<file path="config.mk">
export PLATFORM = sky130hd
export DESIGN_NAME = inst_encoder
export DESIGN_NICKNAME = d
export VERILOG_FILES = /design/src/rtl/inst_encoder_pkg.sv /design/src/rtl/inst_pack.sv /design/src/rtl/inst_encoder.sv
export SDC_FILE = /design/constraint.sdc
export NUM_CORES = 1
export LEC_CHECK = 0
export ABC_AREA = 1
export CORE_UTILIZATION = 30
export CTS_CLUSTER_DIAMETER = 80
export DETAILED_ROUTE_END_ITERATION = 7
export GPL_ROUTABILITY_DRIVEN = 0
export GPL_TIMING_DRIVEN = 0
export PLACE_DENSITY = 0.62
export REMOVE_ABC_BUFFERS = 1
export SYNTH_ARGS = -nofsm -noshare
export SYNTH_HDL_FRONTEND = slang
export SYNTH_SLANG_ARGS = --single-unit
</file>
<file path="constraint.sdc">
create_clock -name clk -period 3.85 [get_ports clk]
set_input_delay 0.9625 -clock clk [delete_from_list [all_inputs] [get_ports clk]]
set_output_delay 0.9625 -clock clk [all_outputs]
set_load 0.1 [all_outputs]
</file>
<file path="src/rtl/inst_encoder_pkg.sv">
// Shared definitions for the instruction encoder: opcodes, formats, FSM states.
package inst_encoder_pkg;

  // RV32I major opcodes, identical to the immediate generator / decoder
  localparam logic [6:0] OPC_LOAD   = 7'b0000011;
  localparam logic [6:0] OPC_OP_IMM = 7'b0010011;
  localparam logic [6:0] OPC_AUIPC  = 7'b0010111;
  localparam logic [6:0] OPC_STORE  = 7'b0100011;
  localparam logic [6:0] OPC_OP     = 7'b0110011;
  localparam logic [6:0] OPC_LUI    = 7'b0110111;
  localparam logic [6:0] OPC_BRANCH = 7'b1100011;
  localparam logic [6:0] OPC_JALR   = 7'b1100111;
  localparam logic [6:0] OPC_JAL    = 7'b1101111;

  typedef enum logic [2:0] {FMT_R, FMT_I, FMT_S, FMT_B, FMT_U, FMT_J} fmt_e;

  typedef enum logic {ST_IDLE, ST_RUN} state_e;

  // Decoded field bundle presented on the input side
  typedef struct packed {
    logic [6:0]  opcode;
    logic [4:0]  rd;
    logic [4:0]  rs1;
    logic [4:0]  rs2;
    logic [2:0]  funct3;
    logic [6:0]  funct7;
    logic [31:0] imm;
  } fields_t;

  // True when every bit of the slice is identical (value fits signed range)
  function automatic logic uniform(input logic [20:0] v);
    return (&v) || !(|v);
  endfunction

endpackage

</file>
<file path="src/rtl/inst_pack.sv">
// Combinational packer: decoded fields -> 32-bit RV32I word plus range/opcode error.
module inst_pack
  import inst_encoder_pkg::*;
(
  input  fields_t     f,
  output logic [31:0] inst,
  output logic        err
);

  fmt_e fmt;
  logic known;
  logic shift;

  // Classify opcode into an encoding format; shifts are I-format with a funct7 field
  always_comb begin
    fmt   = FMT_R;
    known = 1'b1;
    shift = 1'b0;
    case (f.opcode)
      OPC_OP:               fmt = FMT_R;
      OPC_OP_IMM: begin
        fmt   = FMT_I;
        shift = (f.funct3[1:0] == 2'b01);
      end
      OPC_LOAD, OPC_JALR:   fmt = FMT_I;
      OPC_STORE:            fmt = FMT_S;
      OPC_BRANCH:           fmt = FMT_B;
      OPC_JAL:              fmt = FMT_J;
      OPC_LUI, OPC_AUIPC:   fmt = FMT_U;
      default:              known = 1'b0;
    endcase
  end

  // Scatter immediate bits per format; fields a format does not use stay zero
  always_comb begin
    inst = '0;
    err  = 1'b0;
    if (!known) begin
      err = 1'b1;
    end else begin
      case (fmt)
        FMT_R: inst = {f.funct7, f.rs2, f.rs1, f.funct3, f.rd, f.opcode};
        FMT_I: begin
          if (shift) begin
            inst = {f.funct7, f.imm[4:0], f.rs1, f.funct3, f.rd, f.opcode};
            err  = |f.imm[31:5];
          end else begin
            inst = {f.imm[11:0], f.rs1, f.funct3, f.rd, f.opcode};
            err  = !uniform(f.imm[31:11]);
          end
        end
        FMT_S: begin
          inst = {f.imm[11:5], f.rs2, f.rs1, f.funct3, f.imm[4:0], f.opcode};
          err  = !uniform(f.imm[31:11]);
        end
        FMT_B: begin
          inst = {f.imm[12], f.imm[10:5], f.rs2, f.rs1, f.funct3,
                  f.imm[4:1], f.imm[11], f.opcode};
          err  = !uniform({1'b0, f.imm[31:12]} | {f.imm[31], 20'b0}) || f.imm[0];
        end
        FMT_J: begin
          inst = {f.imm[20], f.imm[10:1], f.imm[11], f.imm[19:12], f.rd, f.opcode};
          err  = !uniform({{9{f.imm[31]}}, f.imm[31:20]}) || f.imm[0];
        end
        FMT_U: begin
          inst = {f.imm[31:12], f.rd, f.opcode};
          err  = |f.imm[11:0];
        end
        default: begin
          inst = '0;
          err  = 1'b1;
        end
      endcase
    end
  end

endmodule

</file>
<file path="src/rtl/inst_encoder.sv">
// Streaming instruction encoder: field bundles in, addressed IMEM words out.
module inst_encoder
  import inst_encoder_pkg::*;
#(
  parameter int ADDR_W    = 32,
  parameter int ADDR_STEP = 4
) (
  input  logic              clk,
  input  logic              reset,
  input  logic              start,
  input  logic [ADDR_W-1:0] base_addr,
  input  logic              in_valid,
  output logic              in_ready,
  input  logic              in_last,
  input  logic [6:0]        opcode,
  input  logic [4:0]        rd,
  input  logic [4:0]        rs1,
  input  logic [4:0]        rs2,
  input  logic [2:0]        funct3,
  input  logic [6:0]        funct7,
  input  logic [31:0]       imm,
  output logic              out_valid,
  input  logic              out_ready,
  output logic [31:0]       inst,
  output logic [ADDR_W-1:0] addr,
  output logic              err,
  output logic              done
);

  fields_t           f;
  logic [31:0]       pk_inst;
  logic              pk_err;
  state_e            state, state_nx;
  logic [ADDR_W-1:0] cnt;
  logic              last_q;
  logic              in_fire, out_fire;

  assign f = '{opcode: opcode, rd: rd, rs1: rs1, rs2: rs2,
               funct3: funct3, funct7: funct7, imm: imm};

  inst_pack u_pack (.f(f), .inst(pk_inst), .err(pk_err));

  // Once the final word sits in the output register the stream is closed;
  // otherwise accept whenever the register is empty or draining this cycle.
  assign in_ready = (state == ST_RUN) && !(out_valid && last_q) &&
                    (!out_valid || out_ready);
  assign in_fire  = in_valid && in_ready;
  assign out_fire = out_valid && out_ready;

  // State register
  always_ff @(posedge clk) begin
    if (reset) state <= ST_IDLE;
    else       state <= state_nx;
  end

  // Next state: start opens a stream, handoff of the last word closes it
  always_comb begin
    state_nx = state;
    case (state)
      ST_IDLE: if (start)             state_nx = ST_RUN;
      ST_RUN:  if (out_fire && last_q) state_nx = ST_IDLE;
      default:                        state_nx = ST_IDLE;
    endcase
  end

  // Write-address counter, wraps naturally at 2^ADDR_W
  always_ff @(posedge clk) begin
    if (reset)                          cnt <= '0;
    else if (state == ST_IDLE && start) cnt <= base_addr;
    else if (in_fire)                   cnt <= cnt + ADDR_W'(ADDR_STEP);
  end

  // One-deep output register; holds while stalled downstream
  always_ff @(posedge clk) begin
    if (reset) begin
      out_valid <= 1'b0;
      inst      <= '0;
      addr      <= '0;
      err       <= 1'b0;
      last_q    <= 1'b0;
    end else if (in_fire) begin
      out_valid <= 1'b1;
      inst      <= pk_inst;
      addr      <= cnt;
      err       <= pk_err;
      last_q    <= in_last;
    end else if (out_fire) begin
      out_valid <= 1'b0;
      last_q    <= 1'b0;
    end
  end

  // Single-cycle completion pulse after the final word is taken
  always_ff @(posedge clk) begin
    if (reset) done <= 1'b0;
    else       done <= out_fire && last_q;
  end

endmodule

</file>
==> flow_metrics.py, run 1 <==
metrics = {
    "yosys": {
        "synth_cell_types": 29,
        "syn_area_um2": 5830,
        "yosysSeqAreaShare": 0.347,
        "ys_seq_elements": 101,
        "syn_area_per_cell_um2": 6.07,
        "ys.warnings.count": 0,
        "synth_cells": 960,
    },
    "sta": {
        "fmax_ghz": 0.279,
        "rsz0062_at_grt": "false",
        "post-route-period-util": 0.932,
        "worst_pin_slew_ns": 1.13,
        "finalSetupViolCount": 0,
        "finalHoldViolations": 0,
        "worst_slack_ns": 0.262,
        "drv_slew": 0,
        "worst_hold_slack_ns": 0.460,
        "setup_tns_ns": 0,
        "fin_skew_ns": 0.00718,
        "period_needed_ns": 3.59,
        "relSlewSlack": 0.246,
    },
    "layout": {
        "fillers": 2034,
        "final_net_count": 1201,
        "ff_latch_area_um2": 2020,
        "multi_input_area_um2": 3400,
        "antennaDiodeCount": 0,
        "area_delta_synth_final_pct": 36.8,
        "layout-drive-gt1-share": 0.0308,
    },
    "global_route": {
        "first_global_vias": 6080,
        "grt_use_total": 0.205,
        "gr-total-overflow": 0,
        "grt_start_max_net_pins": 75,
        "grt_pass1_wl_um": 32400,
        "antenna_found_initial": 0,
    },
    "cts": {
        "numCtsBuffers": 9,
        "cts_tree": "built",
        "cts.sinks": 101,
        "clkLatencyLatePin_ns": 0.35,
        "cts_root_buf": "clkbuf_16",
        "clk_pin_slew_ns": 0.08,
        "clock_path_buffers": 2,
        "cts.htree.levels": 3,
        "cts_setup_buffers": 0,
    },
    "setup_path": {
        "worst-path-max-fanout": 3,
        "worst-r2r-cell-count": 7,
        "crit_required_ns": 2.89,
        "start_kind": "primary input",
        "r2r_start": "state",
        "path_class": "primary input to output port",
        "r2r-end": "cnt[20]",
        "cp-end-kind": "output port",
        "arrival_ns": 2.63,
        "r2r_slack_ns": 1.10,
    },
    "hold_path": {
        "hold-path-cell-count": 2,
        "hp-start": "cnt[1]",
        "worstHoldPathType": "flip-flop to flip-flop",
        "min_to": "addr[1]",
    },
    "floorplan": {
        "die_h_um": 141,
        "core_area_um2": 18900,
        "io_pins": 170,
        "dieArea_um2": 20000,
        "die_w_um": 141,
        "rows": 50,
        "initial_core_util": 0.308,
    },
    "routing": {
        "num_vias": 6642,
        "wl_um": 20300,
        "vias_per_cell": 4.87,
        "drtIter0Drc": 587,
        "wl_per_cell_um": 14.9,
        "drt-pass1-iter-count": 5,
        "ant_nets": 0,
        "drcViolationCount": 0,
    },
    "place": {
        "dpl_worst_slack_ns": -0.820,
        "dp_hpwl_um": 14700,
        "port_buffers": 169,
    },
    "power_and_ir_drop": {
        "p_per_area_nw_per_um2": 329,
        "irDropWorstVdd_mv": 0.203,
        "leakage_nw": 2.91,
        "p_total_mw": 2.62,
    },
    "flow_run": {
        "max_cap_violations": 0,
    },
    "outcome": {
        "outcome": "finished clean",
    },
}
repair_timing:
item	4_1_cts	5_1_grt
gates cloned	0	0
hold buffers	0	0
resized for setup	3	1
endpoints found under the setup margin	22	1
layer usage:
metal / part of all wire / global-route usage / vias to the layer above
met3: 0.069 / 0.0391 / 21
met5: 0 / 0 / -
met1: 0.48 / 0.295 / 2987
met2: 0.43 / 0.307 / 228
met4: 0.019 / 0.0634 / 0
li1: - / - / 3406
metrics by stage:
stage	std cells	utilization	cell area, um2
after global routing	1363	0.422	7970
after CTS	1363	0.422	7970
final	1363	0.422	7970
after detailed placement	1347	0.406	7670
after floorplan	917	-	5640
after global placement	1346	0.405	7650
power by group:
group	internal, mW	leakage, nW	switching [mW]
combinational	0.199	1.95	0.361
sequential	1.09	0.822	0.0442
clock	0.457	0.142	0.472
total	1.75	2.91	0.877
flip-flops by register name, indices dropped and copies added, names as in the netlist:
signal     flops
out_valid      1
err            1
state          1
inst          32
last_q         1
addr          32
cnt           32
done           1
area by class of cell:
| class | instances | share of cell area |
|---|---|---|
| Clock buffer | 9 | 0.0282 |
| Timing Repair Buffer | 170 | 0.214 |
| Clock inverter | 7 | 0.00847 |
| Sequential cell | 101 | 0.254 |
| Inverter | 58 | 0.0281 |
| Tap cell | 260 | 0.0408 |
| Multi-Input combinational cell | 758 | 0.427 |
cell usage after synthesis:
library cell / n / area share
nand2_1: 308 / 0.20
nand2_4: 2 / 0.0039
ha_1: 1 / 0.0021
nand3_1: 89 / 0.076
o221ai_1: 2 / 0.0030
dfxtp_1: 101 / 0.35
a22oi_1: 1 / 0.0013
clkinv_1: 2 / 0.0013
clkbuf_1: 27 / 0.017
buf_6: 2 / 0.0039
nor2_4: 4 / 0.0077
o21ai_0: 49 / 0.042
or2_0: 1 / 0.0011
nor2_1: 145 / 0.093
buf_1: 1 / 0.00064
a21oi_1: 92 / 0.079
nand4_1: 13 / 0.014
xor2_1: 4 / 0.0060
o211ai_1: 11 / 0.014
a31oi_1: 3 / 0.0032
nor3_1: 11 / 0.0094
inv_1: 53 / 0.034
inv_2: 3 / 0.0019
nor2_2: 3 / 0.0032
a211oi_1: 2 / 0.0026
nand3b_1: 5 / 0.0064
nand2_2: 1 / 0.0011
a21boi_0: 11 / 0.014
buf_2: 13 / 0.011
how the worst max path moves through the flow:
stage | startpoint | to | slack (ns) | cells past startpoint
after global placement | reset | cnt[4] | -2.20 | 4
after global routing | start | cnt[20] | 0.06 | 9
final | out_ready | in_ready | 0.26 | 6
after floorplan | out_ready | err | -1.45 | 11
after CTS | out_ready | err | 0.16 | 13
after detailed placement | start | cnt[20] | -0.82 | 9
placed cells by master (no fill, tap or decap), drive strengths merged:
cell	netlist	final
or2	1	1
nand3	89	89
dfxtp	101	101
nand4	13	13
clkbuf	27	9
xor2	4	4
nor3	11	11
nor2	152	152
a31oi	3	3
dlygate4sd2	0	1
nand3b	5	5
o221ai	2	2
a211oi	2	2
o21ai	49	49
clkinv	2	6
clkinvlp	0	1
a21boi	11	11
a22oi	1	1
inv	56	58
clkdlybuf4s50	0	167
nand2	311	311
o211ai	11	11
ha	1	1
a21oi	92	92
buf	16	2
cell families (layout without fill, tap and decap cells):
kind of cell             after synthesis  in the layout  share of synthesized area
AND/OR/NAND/NOR                      582            582                      0.415
AO/OA/AOI/OAI                        171            171                      0.160
flip-flops                           101            101                      0.347
buffers and inverters                101            244                     0.0704
XOR/XNOR                               4              4                    0.00601
adder cells (fa/ha/maj)                1              1                    0.00215
critical path, stage by stage:
cell,delay [ns]
clkdlybuf4s50_1,0.51
inv_1,0.05
nand2_1,0.05
inv_1,0.04
nor2_1,0.14
dlygate4sd2_1,0.87
No activity file was read; power rests on OpenSTA's default activity.
==> run 2, diff against run 1 <==
--- a/config.mk
+++ b/config.mk
@@ -7,6 +7,7 @@
 export LEC_CHECK = 0
 export ABC_AREA = 1
 export CORE_UTILIZATION = 30
+export CTS_BUF_LIST = sky130_fd_sc_hd__clkbuf_8 sky130_fd_sc_hd__clkbuf_16
 export CTS_CLUSTER_DIAMETER = 80
 export DETAILED_ROUTE_END_ITERATION = 7
 export GPL_ROUTABILITY_DRIVEN = 0
==> constraint.sdc (replaced) <==
create_clock -name clk -period 4.1 [get_ports clk]
set_input_delay 1.025 -clock clk [delete_from_list [all_inputs] [get_ports clk]]
set_output_delay 1.025 -clock clk [all_outputs]
set_load 0.1 [all_outputs]
==> run 2 against run 1 <==
Clock power down 6.2%. Highest routed layer unchanged. Critical endpoint unchanged. Power down 6.1%. Combinational power down 5.9%. Largest power group unchanged.
==> flow_metrics.py, run 2 (same netlist as run 1, synthesis figures left out) <==
metrics = {
    "outcome": {
        "outcome": "finished clean",
    },
    "routing": {
        "wl_per_cell_um": 14.9,
        "wl_um": 20400,
        "vias_per_cell": 4.87,
        "drtIter0Drc": 568,
        "drt-pass1-iter-count": 5,
        "ant_nets": 0,
        "num_vias": 6637,
        "drcViolationCount": 0,
    },
    "sta": {
        "rsz0062_at_grt": "false",
        "finalHoldViolations": 0,
        "finalSetupViolCount": 0,
        "setup_tns_ns": 0,
        "drv_slew": 0,
        "relSlewSlack": 0.234,
        "post-route-period-util": 0.976,
        "period_needed_ns": 4.00,
        "worst_pin_slew_ns": 1.15,
        "fin_skew_ns": 0.00711,
        "fmax_ghz": 0.250,
    },
    "setup_path": {
        "critPathBufInv": 4,
        "arrival_ns": 2.97,
        "crit_required_ns": 3.07,
        "path_class": "primary input to output port",
        "critPathSlowestCell": "clkdlybuf4s50_1",
        "slowest_delay_ns": 1.16,
        "start_kind": "primary input",
        "worst-path-max-fanout": 3,
        "worst-path-stages": 6,
        "crit_family": "buffers and inverters",
        "worst-r2r-cell-count": 11,
        "crit_chain": "clkdlybuf4s50_1, inv_1, nand2_1, inv_1, nor2_1, clkdlybuf4s50_1",
        "cp-end-kind": "output port",
    },
    "flow_run": {
        "max_cap_violations": 0,
    },
    "power_and_ir_drop": {
        "leakage_nw": 2.91,
        "p_per_area_nw_per_um2": 309,
        "p_total_mw": 2.46,
        "irDropWorstVdd_mv": 0.191,
    },
    "cts": {
        "cts-hold-fix-buffers": 0,
        "cts.sinks": 101,
        "cts.htree.levels": 3,
        "cts_tree": "built",
        "clock_path_buffers": 2,
        "cts_root_buf": "clkbuf_16",
        "clkLatencyLatePin_ns": 0.36,
        "numCtsBuffers": 9,
        "clk_pin_slew_ns": 0.08,
    },
    "layout": {
        "largestRegisters": "addr (32), cnt (32), inst (32)",
        "layout-drive-gt1-share": 0.0308,
        "final_net_count": 1201,
        "antennaDiodeCount": 0,
        "fin_cells": 1363,
        "area_delta_synth_final_pct": 36.8,
        "final_common_cell": "nand2_1",
        "final_cell_mix": "307 x nand2_1, 168 x clkdlybuf4s50_1, 144 x nor2_1",
        "fillers": 2029,
    },
    "global_route": {
        "first_global_vias": 6080,
        "grt_start_max_net_pins": 75,
        "grt_pass1_wl_um": 32400,
        "grt_use_total": 0.205,
        "gr-total-overflow": 0,
        "antenna_found_initial": 0,
    },
    "place": {
        "port_buffers": 169,
        "place_inst": 1347,
        "dp_hpwl_um": 14700,
    },
    "hold_path": {
        "hold-path-cell-count": 2,
        "worstHoldPathType": "flip-flop to flip-flop",
    },
    "floorplan": {
        "initial_core_util": 0.308,
        "core_area_um2": 18900,
        "die_w_um": 141,
        "die_h_um": 141,
        "dieArea_um2": 20000,
        "rows": 50,
        "io_pins": 170,
    },
}
## run 2: metrics by stage
stage          hold WS, ns  utilization  worst slack [ns]  area [um2]
3_5_place_dp         0.451        0.406            -0.633        7670
5_1_grt              0.483        0.422            0.0399        7970
4_1_cts              0.462        0.422            0.0415        7970
3_3_place_gp         0.444        0.405             -2.02        7650
2_1_floorplan        0.432            -             -1.26        5640
6_report             0.460        0.422             0.100        7970
## run 2: final cells by class
class	instances	area, um2	share of cell area
clock buffer	9	225	0.0282
inverter	58	223	0.0279
timing repair buffer	170	1710	0.214
tap	260	325	0.0408
clock inverter	7	67.6	0.00847
sequential	101	2020	0.254
multi-input combinational	758	3400	0.427
## run 2: path summary, 6_finish.rpt
check / endpoint / slack (ns) / start
worst max-delay path: in_ready / 0.10 / out_ready
worst max register to register: err / 1.22 / out_valid
worst min-delay path: addr[1] / 0.46 / cnt[1]
worst min register to register: addr[1] / 0.46 / cnt[1]
## run 2: what timing repair did
item,CTS,global route
gates resized for setup,1,1
endpoints found under the setup margin,21,20
setup buffers,0,0
## run 2: power breakdown
group / internal, mW / switching (mW)
sequential: 1.02 / 0.0416
combinational: 0.188 / 0.339
clock: 0.429 / 0.443
## run 2: layer usage
metal  GRT usage  vias to the layer above  share of wire
met3      0.0391                       23          0.069
met5           0                        -              0
li1            -                     3405              -
met2       0.307                      229           0.42
met4      0.0634                        0          0.021
met1       0.295                     2980           0.49
## run 2: worst reg2reg max path: stages (launching register included)
cell     delay (ns)
dfxtp_1        0.35
nand2_1        0.08
nand2_1        0.04
nor2_1         0.16
nand2_2        0.29
buf_12         0.29
inv_2          0.77
o21ai_0        0.39
nor2_1         0.17
nand2_1        0.07
nor2_1         0.12
nor2_1         0.05
